--- src/rtl/life_seq_ctrl_if.sv ---
// Command/data and cell-write bundle between a host and life_seq_ctrl.
// The host drives the master side; the sequencer sits on the slave side.
interface life_seq_ctrl_if #(
    parameter int ROWS  = 8,
    parameter int COLS  = 8,
    parameter int PER_W = 24
);
    localparam int RW = $clog2(ROWS);
    localparam int CW = $clog2(COLS);

    logic             clear;
    logic             load_start;
    logic             load_bit;
    logic             load_valid;
    logic             load_ready;
    logic             run;
    logic             step;
    logic [PER_W-1:0] period;
    logic [RW-1:0]    wr_row;
    logic [CW-1:0]    wr_col;
    logic             write;
    logic             val;
    logic             enb;
    logic [15:0]      gen_count;
    logic             busy;
    logic             load_done;

    modport master (
        output clear, load_start, load_bit, load_valid, run, step, period,
        input  load_ready, wr_row, wr_col, write, val, enb, gen_count, busy, load_done
    );

    modport slave (
        input  clear, load_start, load_bit, load_valid, run, step, period,
        output load_ready, wr_row, wr_col, write, val, enb, gen_count, busy, load_done
    );
endinterface

--- src/rtl/life_seq_ctrl.sv ---
// Sequencer for the life_cell array: clears/loads the grid through per-cell
// write strobes and advances generations with one-cycle enb pulses.
//
// state | meaning
// IDLE  | waiting; commands sampled here (clear > load_start > step > run)
// CLEAR | writing 0 to one cell per cycle in raster order
// LOAD  | accepting serial pattern bits, one cell write per accepted bit
// RUN   | free-running enb pulses every max(period,1) cycles while run=1
// STEP  | single enb pulse in flight, back to IDLE next cycle
module life_seq_ctrl #(
    parameter int ROWS  = 8,
    parameter int COLS  = 8,
    parameter int PER_W = 24
) (
    input  logic           clk,
    input  logic           reset,
    life_seq_ctrl_if.slave bus
);
    localparam int RW = $clog2(ROWS);
    localparam int CW = $clog2(COLS);
    localparam logic [RW-1:0] ROW_LAST = RW'(ROWS - 1);
    localparam logic [CW-1:0] COL_LAST = CW'(COLS - 1);

    typedef enum logic [2:0] {IDLE, CLEAR, LOAD, RUN, STEP} state_t;

    state_t           state, state_nx;
    logic [RW-1:0]    wr_row, wr_row_nx, ld_row, ld_row_nx;
    logic [CW-1:0]    wr_col, wr_col_nx, ld_col, ld_col_nx;
    logic [PER_W-1:0] cnt, cnt_nx, term;
    logic [15:0]      gen_count, gen_nx;
    logic             write, write_nx, val, val_nx, enb, enb_nx;
    logic             ready, ready_nx, done, done_nx, busy, busy_nx;

    // A period of 0 behaves like 1; >= keeps a live period decrease from overshooting.
    assign term = (bus.period == '0) ? '0 : bus.period - 1'b1;

    always_comb begin
        state_nx  = state;
        wr_row_nx = wr_row;
        wr_col_nx = wr_col;
        ld_row_nx = ld_row;
        ld_col_nx = ld_col;
        cnt_nx    = cnt;
        gen_nx    = gen_count;
        write_nx  = 1'b0;
        val_nx    = 1'b0;
        enb_nx    = 1'b0;
        ready_nx  = 1'b0;
        done_nx   = 1'b0;
        unique case (state)
            IDLE: begin
                if (bus.clear) begin
                    state_nx  = CLEAR;
                    write_nx  = 1'b1;
                    wr_row_nx = '0;
                    wr_col_nx = '0;
                    gen_nx    = '0;
                end else if (bus.load_start) begin
                    state_nx  = LOAD;
                    ready_nx  = 1'b1;
                    ld_row_nx = '0;
                    ld_col_nx = '0;
                end else if (bus.step) begin
                    state_nx = STEP;
                    enb_nx   = 1'b1;
                end else if (bus.run) begin
                    state_nx = RUN;
                    cnt_nx   = '0;
                end
            end
            CLEAR: begin
                if (wr_row == ROW_LAST && wr_col == COL_LAST) begin
                    state_nx = IDLE;
                end else begin
                    write_nx = 1'b1;
                    if (wr_col == COL_LAST) begin
                        wr_col_nx = '0;
                        wr_row_nx = wr_row + 1'b1;
                    end else begin
                        wr_col_nx = wr_col + 1'b1;
                    end
                end
            end
            LOAD: begin
                ready_nx = 1'b1;
                if (bus.load_valid) begin
                    write_nx  = 1'b1;
                    val_nx    = bus.load_bit;
                    wr_row_nx = ld_row;
                    wr_col_nx = ld_col;
                    if (ld_row == ROW_LAST && ld_col == COL_LAST) begin
                        state_nx = IDLE;
                        ready_nx = 1'b0;
                        done_nx  = 1'b1;
                    end else if (ld_col == COL_LAST) begin
                        ld_col_nx = '0;
                        ld_row_nx = ld_row + 1'b1;
                    end else begin
                        ld_col_nx = ld_col + 1'b1;
                    end
                end
            end
            RUN: begin
                if (!bus.run) begin
                    state_nx = IDLE;
                    cnt_nx   = '0;
                end else if (cnt >= term) begin
                    enb_nx = 1'b1;
                    cnt_nx = '0;
                end else begin
                    cnt_nx = cnt + 1'b1;
                end
            end
            STEP: state_nx = IDLE;
            default: state_nx = IDLE;
        endcase
        if (enb_nx) gen_nx = gen_count + 1'b1;
        busy_nx = (state_nx != IDLE);
    end

    always_ff @(posedge clk or negedge reset) begin
        if (!reset) begin
            state     <= IDLE;
            wr_row    <= '0;
            wr_col    <= '0;
            ld_row    <= '0;
            ld_col    <= '0;
            cnt       <= '0;
            gen_count <= '0;
            write     <= 1'b0;
            val       <= 1'b0;
            enb       <= 1'b0;
            ready     <= 1'b0;
            done      <= 1'b0;
            busy      <= 1'b0;
        end else begin
            state     <= state_nx;
            wr_row    <= wr_row_nx;
            wr_col    <= wr_col_nx;
            ld_row    <= ld_row_nx;
            ld_col    <= ld_col_nx;
            cnt       <= cnt_nx;
            gen_count <= gen_nx;
            write     <= write_nx;
            val       <= val_nx;
            enb       <= enb_nx;
            ready     <= ready_nx;
            done      <= done_nx;
            busy      <= busy_nx;
        end
    end

    assign bus.wr_row     = wr_row;
    assign bus.wr_col     = wr_col;
    assign bus.write      = write;
    assign bus.val        = val;
    assign bus.enb        = enb;
    assign bus.load_ready = ready;
    assign bus.load_done  = done;
    assign bus.busy       = busy;
    assign bus.gen_count  = gen_count;
endmodule

--- src/flat_wrapper.sv ---
// flat-port wrapper written by rule: the top's interface ports become plain ports
module life_seq_ctrl_flat 
#(
    parameter int ROWS  = 8,
    parameter int COLS  = 8,
    parameter int PER_W = 24
)
  (clk, reset, bus_clear, bus_load_start, bus_load_bit, bus_load_valid, bus_run, bus_step, bus_period, bus_load_ready, bus_wr_row, bus_wr_col, bus_write, bus_val, bus_enb, bus_gen_count, bus_busy, bus_load_done);
  life_seq_ctrl_if #(.ROWS(ROWS), .COLS(COLS), .PER_W(PER_W)) bus_i ();
  input  logic clk;
  input  logic reset;
  input wire logic [$bits(bus_i.clear)-1:0] bus_clear;
  input wire logic [$bits(bus_i.load_start)-1:0] bus_load_start;
  input wire logic [$bits(bus_i.load_bit)-1:0] bus_load_bit;
  input wire logic [$bits(bus_i.load_valid)-1:0] bus_load_valid;
  input wire logic [$bits(bus_i.run)-1:0] bus_run;
  input wire logic [$bits(bus_i.step)-1:0] bus_step;
  input wire logic [$bits(bus_i.period)-1:0] bus_period;
  output wire logic [$bits(bus_i.load_ready)-1:0] bus_load_ready;
  output wire logic [$bits(bus_i.wr_row)-1:0] bus_wr_row;
  output wire logic [$bits(bus_i.wr_col)-1:0] bus_wr_col;
  output wire logic [$bits(bus_i.write)-1:0] bus_write;
  output wire logic [$bits(bus_i.val)-1:0] bus_val;
  output wire logic [$bits(bus_i.enb)-1:0] bus_enb;
  output wire logic [$bits(bus_i.gen_count)-1:0] bus_gen_count;
  output wire logic [$bits(bus_i.busy)-1:0] bus_busy;
  output wire logic [$bits(bus_i.load_done)-1:0] bus_load_done;
  assign bus_i.clear = bus_clear;
  assign bus_i.load_start = bus_load_start;
  assign bus_i.load_bit = bus_load_bit;
  assign bus_i.load_valid = bus_load_valid;
  assign bus_i.run = bus_run;
  assign bus_i.step = bus_step;
  assign bus_i.period = bus_period;
  assign bus_load_ready = bus_i.load_ready;
  assign bus_wr_row = bus_i.wr_row;
  assign bus_wr_col = bus_i.wr_col;
  assign bus_write = bus_i.write;
  assign bus_val = bus_i.val;
  assign bus_enb = bus_i.enb;
  assign bus_gen_count = bus_i.gen_count;
  assign bus_busy = bus_i.busy;
  assign bus_load_done = bus_i.load_done;
  life_seq_ctrl #(.ROWS(ROWS), .COLS(COLS), .PER_W(PER_W)) u_core (.clk(clk), .reset(reset), .bus(bus_i));
endmodule
--- config.mk ---
export PLATFORM = sky130hd
export DESIGN_NAME = life_seq_ctrl_flat
export DESIGN_NICKNAME = d
export VERILOG_FILES = /design/src/rtl/life_seq_ctrl_if.sv /design/src/rtl/life_seq_ctrl.sv /design/src/flat_wrapper.sv
export SDC_FILE = /design/constraint.sdc
export NUM_CORES = 1
export LEC_CHECK = 0
export ABC_AREA = 1
export BUFFER_PORTS_ARGS = -buffer_cell sky130_fd_sc_hd__buf_4
export CAP_MARGIN = 20
export CORE_ASPECT_RATIO = 0.5
export CORE_UTILIZATION = 59
export CTS_BUF_LIST = sky130_fd_sc_hd__clkbuf_4
export DETAILED_ROUTE_END_ITERATION = 16
export GPL_TIMING_DRIVEN = 0
export PLACE_DENSITY = 0.81
export REMOVE_ABC_BUFFERS = 1
export SETUP_SLACK_MARGIN = 0.2
export SLEW_MARGIN = 30
export SYNTH_ARGS = -nofsm -noshare
export SYNTH_HDL_FRONTEND = slang
export SYNTH_SLANG_ARGS = --single-unit
--- constraint.sdc ---
create_clock -name clk -period 3.71 [get_ports clk]
set_input_delay 0.371 -clock clk [delete_from_list [all_inputs] [get_ports clk]]
set_output_delay 0.371 -clock clk [all_outputs]
set_load 0.01 [all_outputs]
# Yosys cells after proc, flatten, opt, wreduce, memory -nomap -nowiden
# Index checks and enable logic that the tools add are counted.
classes:
  reduce_logical: 16
  n_mux: 59
  addsub: 7
  n_lt_le_gt_ge: 1
  n_eq_ne: 18
ops:
  columns: ["operator", "count"]
  rows:
  - ["2-to-1 mux 24 bit", 7]
  - ["2-to-1 mux 3 bit", 23]
  - ["2-to-1 mux 16 bit", 3]
  - ["case mux 24 bit (2 select lines)", 1]
  - ["adder 24 x 1 -> 24 bit, second input constant", 1]
  - [">= comparator 24 bit", 1]
  - ["logical NOT 24 bit", 1]
  - ["subtractor 24 x 1 -> 24 bit, second input constant", 1]
  - ["inequality test 2 bit, second input constant", 9]
  - ["case mux 3 bit (3 select lines)", 2]
  - ["2-to-1 mux 1 bit", 17]
  - ["adder 16 x 1 -> 16 bit, second input constant", 1]
  - ["AND reduction 5 bit", 3]
  - ["adder 3 x 1 -> 3 bit, second input constant", 4]
  - ["equality test 3 bit, second input constant", 4]
  - ["case mux 3 bit (2 select lines)", 2]
  - ["case mux 3 bit (4 select lines)", 1]
  - ["nonzero test 2 bit", 4]
  - ["equality test 3 x 2 -> 1 bit, second input constant", 2]
  - ["AND reduction 6 bit", 1]
  - ["nonzero test 3 bit", 2]
  - ["inequality test 2 x 1 -> 1 bit, second input constant", 2]
  - ["case mux 1 bit (2 select lines)", 2]
  - ["AND reduction 4 bit", 1]
  - ["other kinds (5)", 6]
word_totals:
  output_inout_bits: 28
  word_cells: 114
  register_bits: 61
  in_bits: 32

# Longest topological paths before layout
# Gate-level depths: netlist of run 1.
logic_depth:
  depth_word: 8
  depth_mapped: 22

# Worst setup path after synthesis of run 1
# Ideal clock, no wire load.
synth_path:
  path_kind: "in2reg"
  startpoint: "in bus_period[0]"
  endpoint: "reg u_core.gen_count[10] (netlist: u_core.bus.gen_count[10])"
  arrival_time_ns: 2.791
  setup_ns: 0.119
  path_buffers: 1
  path_slack_ns: 0.801
  path_stages: 19
  cell_sequence: "inv_1 > nand2_1 > nor3_4 > nand4_1 > nor2_1 > nand3_1 > nand2_1 > nand3_1 > ha_1 > nand2_1 > nor2_1 > nand3_1 > nor2_1 > nand2_1 > nand2_1 > nand2_2 > buf_2 > nand4_1 > nand2_1"
synth_via:
  elab_chain_cells: 8
  elab_cells_between_ends: 11
synth_lines:
  columns: ["item", "line_no", "source"]
  rows:
  - ["from (decl)", "flat_wrapper.sv:18", "input wire logic [$bits(bus_i.period)-1:0] bus_period;"]
  - ["subtractor 24 x 1 -> 24 bit or logical NOT 24 bit (tied branches)", "life_seq_ctrl.sv:35", "assign term = (bus.period == '0) ? '0 : bus.period - 1'b1;"]
  - ["2-to-1 mux 24 bit (*)", "life_seq_ctrl.sv:35", null]
  - [">= comparator 24 bit (*)", "life_seq_ctrl.sv:107", "end else if (cnt >= term) begin"]
  - ["2-to-1 mux 1 bit (*)", "life_seq_ctrl.sv:107", null]
  - ["2-to-1 mux 1 bit (*)", "life_seq_ctrl.sv:104", "if (!bus.run) begin"]
  - ["case mux 1 bit (2 select lines) (*)", "life_seq_ctrl.sv:50", "unique case (state)"]
  - ["nonzero test 2 bit (no source line)", null, null]
  - ["AND reduction 2 bit (no source line)", null, null]
  - ["to (signal assigned)", "life_seq_ctrl.sv:143", "gen_count <= gen_nx;"]
  - ["to (decl)", "life_seq_ctrl.sv:30", "logic [15:0] gen_count, gen_nx;"]
# Mark *: on every way between the ends. The rest lies on a longest branch, timed or not.
# A chain may end at the register's enable or synchronous reset.

# Worst setup path in the final report of run 1
layout_path:
  startpoint: "in bus_period[0]"
  endpoint: "reg u_core.gen_count[12] (netlist: u_core.bus.gen_count[12])"
# The elaborated chain is that of the path after synthesis.

==> results_dict.tcl, run 1 <==
set metrics [dict create \
    status "finished, final reports clean" \
    layout-drive-gt1-share_pct 14.6 \
    grt_pass1_wl_um 18100 \
    dp_hpwl_um 7810 \
    power_frac_comb_pct 39.2 \
    worstSetupPathType "input port to flip-flop" \
    synth_top_family_by_area "simple AND/OR/NAND/NOR gates" \
    async_reset_ff_share_pct 100 \
    place_ws_ns -0.0262 \
    hold_ws_ns 0.0206 \
    clkTransAtPathRegs_ns 0.10 \
    cp_cell_sequence "buf_4, inv_1, nand2_1, nor3_4, nand4_1, nor2_1, nand3_1, nand2_1, nand3_1, ha_1, nand2_1, nor2_1, nand3_1, nor2_1, nand2_1, nand2_1, nand2_4, nand2_4, nand2_1, nand2_1" \
    worstMarginPinSlew_ns 0.754 \
    synth.avg_cell_area_um2 7.23 \
    placed_cells 813 \
    yosys.area.top_type_share_pct 32.2 \
    crit_top_cell "nand2_1" \
    p_clk_share_pct 20.5 \
    cp_max_fo 17 \
    clk_latency_ns 0.41 \
    finalHoldViolations 0 \
    drt_iter0_markers 285 \
    setup-tns-final_ns 0 \
    h-tree-depth 3 \
    numPortBuffers 59 \
    first_pass_iters 5 \
    vias_per_cell 5.34 \
    final.setup_skew_ns 0.0145 \
    grt_usage_pct 27.3 \
    leakage_nw 2.91 \
    ys.flop_type "dfrtp_1" \
    p_seq_share_pct 40.4 \
    synth.distinct_cells 41 \
    postLayoutCellArea_mm2 0.00540 \
    worstPathRequired_ns 4.06 \
    synth_seq_area_share_pct 32.2 \
    ctsRootBufferMaster "clkbuf_4" \
    cts_max_path_buffers 2 \
    drc 0 \
    placed_cell_area_mm2 0.00526 \
    antenna_found_initial 0 \
    ir_drop_v 0.000522 \
    crit_family "simple AND/OR/NAND/NOR gates" \
    cts_tree "built" \
    p_per_area_mw_per_mm2 405 \
    numCtsBuffers 9 \
    initial_core_util_pct 62.9 \
    grt_max_degree 62 \
    synth_seq_cells 61 \
    yosys.area_share.simple_pct 35.2 \
    critPathArrivalTime_ns 3.47 \
    swShare_pct 40.8 \
    grt_pass1_vias 4088 \
    diodes 0 \
    slew_violations 0 \
    worst_r2r_endpoint "u_core.cnt[7]$_DFFE_PN0P_" \
    final_antenna_net_count 0 \
    synth_mux_area_share_pct 0.554 \
    cp_num_buf_inv 2 \
    net-switching-power_uw 892 \
    rows 22 \
    critPathLaunchType "input port" \
    critPathMaxStageDelay_ns 0.32 \
    maxCapViolations 0 \
    fin_util_pct 71.6 \
    critPathCaptureType "flip-flop" \
    r2r_cells 9 \
    wl_per_cell_um 12.6 \
    nNetsFinal 784 \
    core-area_mm2 0.00754 \
    layout_setup_ws_ns 0.597 \
    dieArea_mm2 0.00842 \
    setup_viol_count_final 0 \
    rsz0062_at_grt "no" \
    yosys.area_share.xor_xnor_pct 7.20 \
    timing.slew.headroom_pct 49.7 \
    syn_area_mm2 0.00474 \
    p_total_mw 2.18 \
    layout_commonest_cell "nand2_1" \
    synth_area_leaders "dfrtp_1, nand2_1, ha_1" \
    fp.dieH_um 65.4 \
    fmax_mhz 321 \
    synth_compound_area_share_pct 8.02 \
    yosysTopAreaCell "dfrtp_1" \
    synth_edf_count 0 \
    place.gp.congestion 0.888 \
    reg2reg_from "u_core.state[0]$_DFF_PN0_" \
    rrSetupSlack_ns 1.25 \
    instances_no_fill 829 \
    wirelength_um 10500 \
    layout_common_cells "nand2_1, nor2_1, inv_1" \
    fin_crit_sh_pct 83.9 \
    p_int_mw 1.29 \
    synthAdderAreaFrac_pct 9.50 \
    ys_warn_count 0 \
    clock-sinks 61 \
    vias 4430 \
    hold_class "input port to async pin" \
    synthCells 656 \
    grt_overflow_total 0 \
    syn2layout_area_growth_pct 13.8 \
    fin_crit_ns 3.11 \
    die_w_um 129 \
    ioPinCount 60 \
    crit_slowest_cell "nor2_1" \
]
-- per-layer routing --
metal  routed length [um]  GRT usage, %
met1                 5010          34.4
met2                 4770          48.1
met3                  551          5.78
met4                  127          7.35
met5                    0             0
-- final cells by class --
| type | count | area (um^2) |
|---|---|---|
| inverter | 76 | 285 |
| tap | 108 | 135 |
| sequential | 61 | 1530 |
| timing repair buffer | 59 | 443 |
| clock inverter | 6 | 53.8 |
| clock buffer | 10 | 75.1 |
| multi-input combinational | 509 | 2880 |
| fill | 646 | 2140 |
-- how the worst max path moves through the flow --
stage	start	slack, ns	endpoint	depth (start not counted)
2_1_floorplan	bus_period[20]	0.76	u_core.bus.gen_count[13]$_DFFE_PN0P_	17
3_3_place_gp	bus_period[20]	-0.05	u_core.bus.gen_count[13]$_DFFE_PN0P_	17
3_5_place_dp	bus_period[20]	-0.03	u_core.bus.gen_count[8]$_DFFE_PN0P_	17
4_1_cts	bus_period[20]	0.40	u_core.bus.gen_count[13]$_DFFE_PN0P_	17
5_1_grt	bus_period[0]	0.20	u_core.bus.gen_count[10]$_DFFE_PN0P_	21
6_report	bus_period[0]	0.60	u_core.bus.gen_count[12]$_DFFE_PN0P_	20
-- sequential cells by signal, summed over array words and instances (netlist names) --
signal	count
u_core.bus.write	1
u_core.bus.load_done	1
u_core.bus.gen_count	16
u_core.bus.load_ready	1
u_core.cnt	24
u_core.bus.val	1
u_core.bus.enb	1
u_core.ld_row	3
u_core.bus.wr_col	3
u_core.ld_col	3
u_core.bus.wr_row	3
u_core.bus.busy	1
u_core.state	3
-- power groups by stage --
stage               Combinational, mW  Clock, mW  Sequential (mW)
global route                    0.971      0.497            0.901
floorplan                       0.561          0            0.895
global placement                0.826          0            0.890
CTS                             0.859      0.459            0.880
detailed placement              0.855          0            0.893
finish                          0.856      0.447            0.882
-- synthesized netlist by cell type (2+ instances only) --
master and number:
nand2_2 3, o21ai_0 17, inv_1 71, nor2_1 71, nor3_2 4, or2_2 2, nand2_1 185, clkbuf_1 2
ha_1 36, o22ai_1 2, o21bai_1 4, nand2_4 3, nand4_1 30, nand3_1 46, buf_6 2, nor3_4 5
a21oi_1 25, xor2_1 24, nor2_2 2, dfrtp_1 61, a21boi_0 2, xnor2_1 15, buf_2 4, o21ai_2 2
inv_2 5, a21o_1 7, nor3_1 11, a31oi_1 2
-- cell families (layout without fill, tap and decap cells) --
kind of cell | after synthesis | after routing
AND/OR/NAND/NOR | 367 | 367
buffers and inverters | 86 | 151
AO/OA/AOI/OAI | 65 | 65
flip-flops | 61 | 61
XOR/XNOR | 39 | 39
adder cells (fa/ha/maj) | 36 | 36
multiplexers | 2 | 2
-- what timing repair did --
action / in CTS / in global routing
resized for setup: 0 / 2
setup endpoints to repair: 0 / 17
setup buffers: 0 / 0
hold buffers: 0 / 0
No activity file was read; power rests on OpenSTA's default activity.
==> run 2, diff against run 1 <==
==> constraint.sdc (replaced) <==
create_clock -name clk -period 2.9 [get_ports clk]
set_input_delay 0.29 -clock clk [delete_from_list [all_inputs] [get_ports clk]]
set_output_delay 0.29 -clock clk [all_outputs]
set_load 0.01 [all_outputs]
==> results_dict.tcl, run 2 (synthesized netlist as in run 1, its figures left out) <==
set metrics [dict create \
    status "finished, final reports clean" \
    die_w_um 129 \
    cts_tree "built" \
    ir_drop_v 0.000669 \
    placed_cell_area_mm2 0.00526 \
    worstSetupPathType "input port to flip-flop" \
    rsz0062_at_grt "no" \
    vias_per_cell 5.43 \
    h-tree-depth 3 \
    leakage_nw 2.95 \
    fin_crit_sh_pct 88.6 \
    wirelength_um 10900 \
    dieArea_mm2 0.00842 \
    core-area_mm2 0.00754 \
    nNetsFinal 795 \
    drt_iter0_markers 234 \
    postLayoutCellArea_mm2 0.00560 \
    clock-sinks 61 \
    critPathArrivalTime_ns 2.87 \
    syn2layout_area_growth_pct 18.1 \
    seqCellArea_mm2 0.00153 \
    place_ws_ns -0.755 \
    grt_max_degree 62 \
    numPortBuffers 59 \
    numCtsBuffers 9 \
    fillCellCount 621 \
    layout_commonest_cell "nand2_1" \
    maxCapViolations 0 \
    wl_per_cell_um 13.0 \
    vias 4565 \
    diodes 0 \
    routed-wl-met3_um 606 \
    final_antenna_net_count 0 \
    finalHoldViolations 0 \
    fp.dieH_um 65.4 \
    met2_length_um 5130 \
    layout_setup_ws_ns 0.331 \
    largestRegisters "u_core.cnt (24), u_core.bus.gen_count (16)" \
    antenna_found_initial 0 \
    initial_core_util_pct 62.9 \
    dp_hpwl_um 7810 \
    timing.slew.headroom_pct 49.5 \
    drc 0 \
    final.setup_skew_ns 0.0137 \
    setup_viol_count_final 0 \
    rows 22 \
    layout-drive-gt1-share_pct 18.3 \
    multi_input_area_mm2 0.00299 \
    hold_class "input port to flip-flop" \
    slew_violations 0 \
    cp_max_fo 13 \
    fin_crit_ns 2.57 \
    largest_register "u_core.cnt" \
    grt_usage_pct 27.8 \
    p_total_mw 2.83 \
    wl_met1_um 5080 \
    layout_common_cells "nand2_1, inv_1, buf_4" \
    clk_latency_ns 0.41 \
    fmax_mhz 389 \
    worstMarginPinSlew_ns 0.758 \
    grt_overflow_total 0 \
    clkTransAtPathRegs_ns 0.10 \
    grt_pass1_wl_um 18400 \
    worstPathRequired_ns 3.20 \
    largest_reg_flops 24 \
    p_per_area_mw_per_mm2 505 \
    ctsRootBufferMaster "clkbuf_4" \
    critPathCaptureType "flip-flop" \
    cts_max_path_buffers 2 \
    critPathLaunchType "input port" \
    place.gp.congestion 0.888 \
    dr.max_layer_used "met4" \
    ioPinCount 60 \
    first_pass_iters 5 \
    grt_pass1_vias 4159 \
]
-- run 2: cell types whose count changed in the layout (fill, tap and decap cells not counted), sizes merged --
cell / previous run / this run
buf: 59 / 68
clkinv: 5 / 6
dlygate4sd3: 0 / 1
inv: 76 / 75
nand3: 46 / 47
-- run 2: final timing paths --
path / slack [ns] / cells after the start / from / to
hold reg to reg: 0.52 / 1 / u_core.bus.wr_row[1]$_DFFE_PN0P_ / u_core.bus.wr_row[1]$_DFFE_PN0P_
setup / recovery: 0.33 / 19 / bus_period[7] / u_core.bus.gen_count[4]$_DFFE_PN0P_
setup reg to reg: 0.70 / 7 / u_core.state[0]$_DFF_PN0_ / u_core.cnt[5]$_DFFE_PN0P_
hold / removal: 0.08 / 2 / bus_clear / u_core.state[2]$_DFF_PN0_
max in group asynchronous: 1.90 / 2 / reset / u_core.bus.gen_count[14]$_DFFE_PN0P_
min in group asynchronous: 0.49 / 2 / reset / u_core.bus.wr_row[0]$_DFFE_PN0P_
-- run 2: per-stage QoR --
step | utilization, % | cells | hold WS, ns | TNS (ns)
2_1_floorplan | - | 646 | -0.00559 | 0
3_3_place_gp | 69.7 | 813 | 0.415 | -25.03
3_5_place_dp | 69.7 | 813 | 0.416 | -23.90
4_1_cts | 72.7 | 835 | 0.0558 | 0
5_1_grt | 74.3 | 840 | 0.0428 | 0
6_report | 74.3 | 840 | 0.0799 | 0
-- run 2: critical path: stages --
cell and delay, ns:
buf_4 0.12, nor2_1 0.13, nand3_2 0.10, nor3_4 0.22, nand4_1 0.21, nor2_4 0.21, a21o_1 0.13, nand3_1 0.10
ha_1 0.32, nand2_1 0.06, nor2_2 0.14, nand3_2 0.10, nor2_1 0.11, nand2_1 0.09, nand2_4 0.14, nand2_8 0.08
buf_12 0.17, nand4_1 0.08, nand2_1 0.07
-- run 2: area by class of cell --
| type | instances | share of cell area, % |
|---|---|---|
| Clock inverter | 6 | 0.960 |
| Multi-Input combinational cell | 510 | 53.4 |
| Inverter | 76 | 5.16 |
| Timing Repair Buffer | 69 | 9.51 |
| Tap cell | 108 | 2.41 |
| Sequential cell | 61 | 27.2 |
| Clock buffer | 10 | 1.34 |
-- run 2: report_power, final --
group	total, mW	leakage, nW	switching [mW]	internal (mW)
clock network	0.569	0.0773	0.305	0.264
logic	1.13	2.05	0.710	0.421
registers	1.13	0.830	0.145	0.983
total	2.83	2.95	1.16	1.67
-- run 2: timing repair --
| item | 4_1_cts | 5_1_grt |
|---|---|---|
| pin swaps | 5 | 10 |
| cloned | 1 | 0 |
| hold buffers | 1 | 0 |
| setup endpoints to repair | 41 | 41 |
| resized for setup | 10 | 23 |
| buffers inserted | 4 | 5 |
| hold endpoints to repair | 61 | 0 |
-- run 2: layer usage --
| layer | GRT usage (%) | vias to the layer above |
|---|---|---|
| met3 | 5.70 | 16 |
| met5 | 0 | - |
| met1 | 34.8 | 2102 |
| met4 | 7.21 | 0 |
| li1 | - | 2300 |
| met2 | 49.5 | 147 |
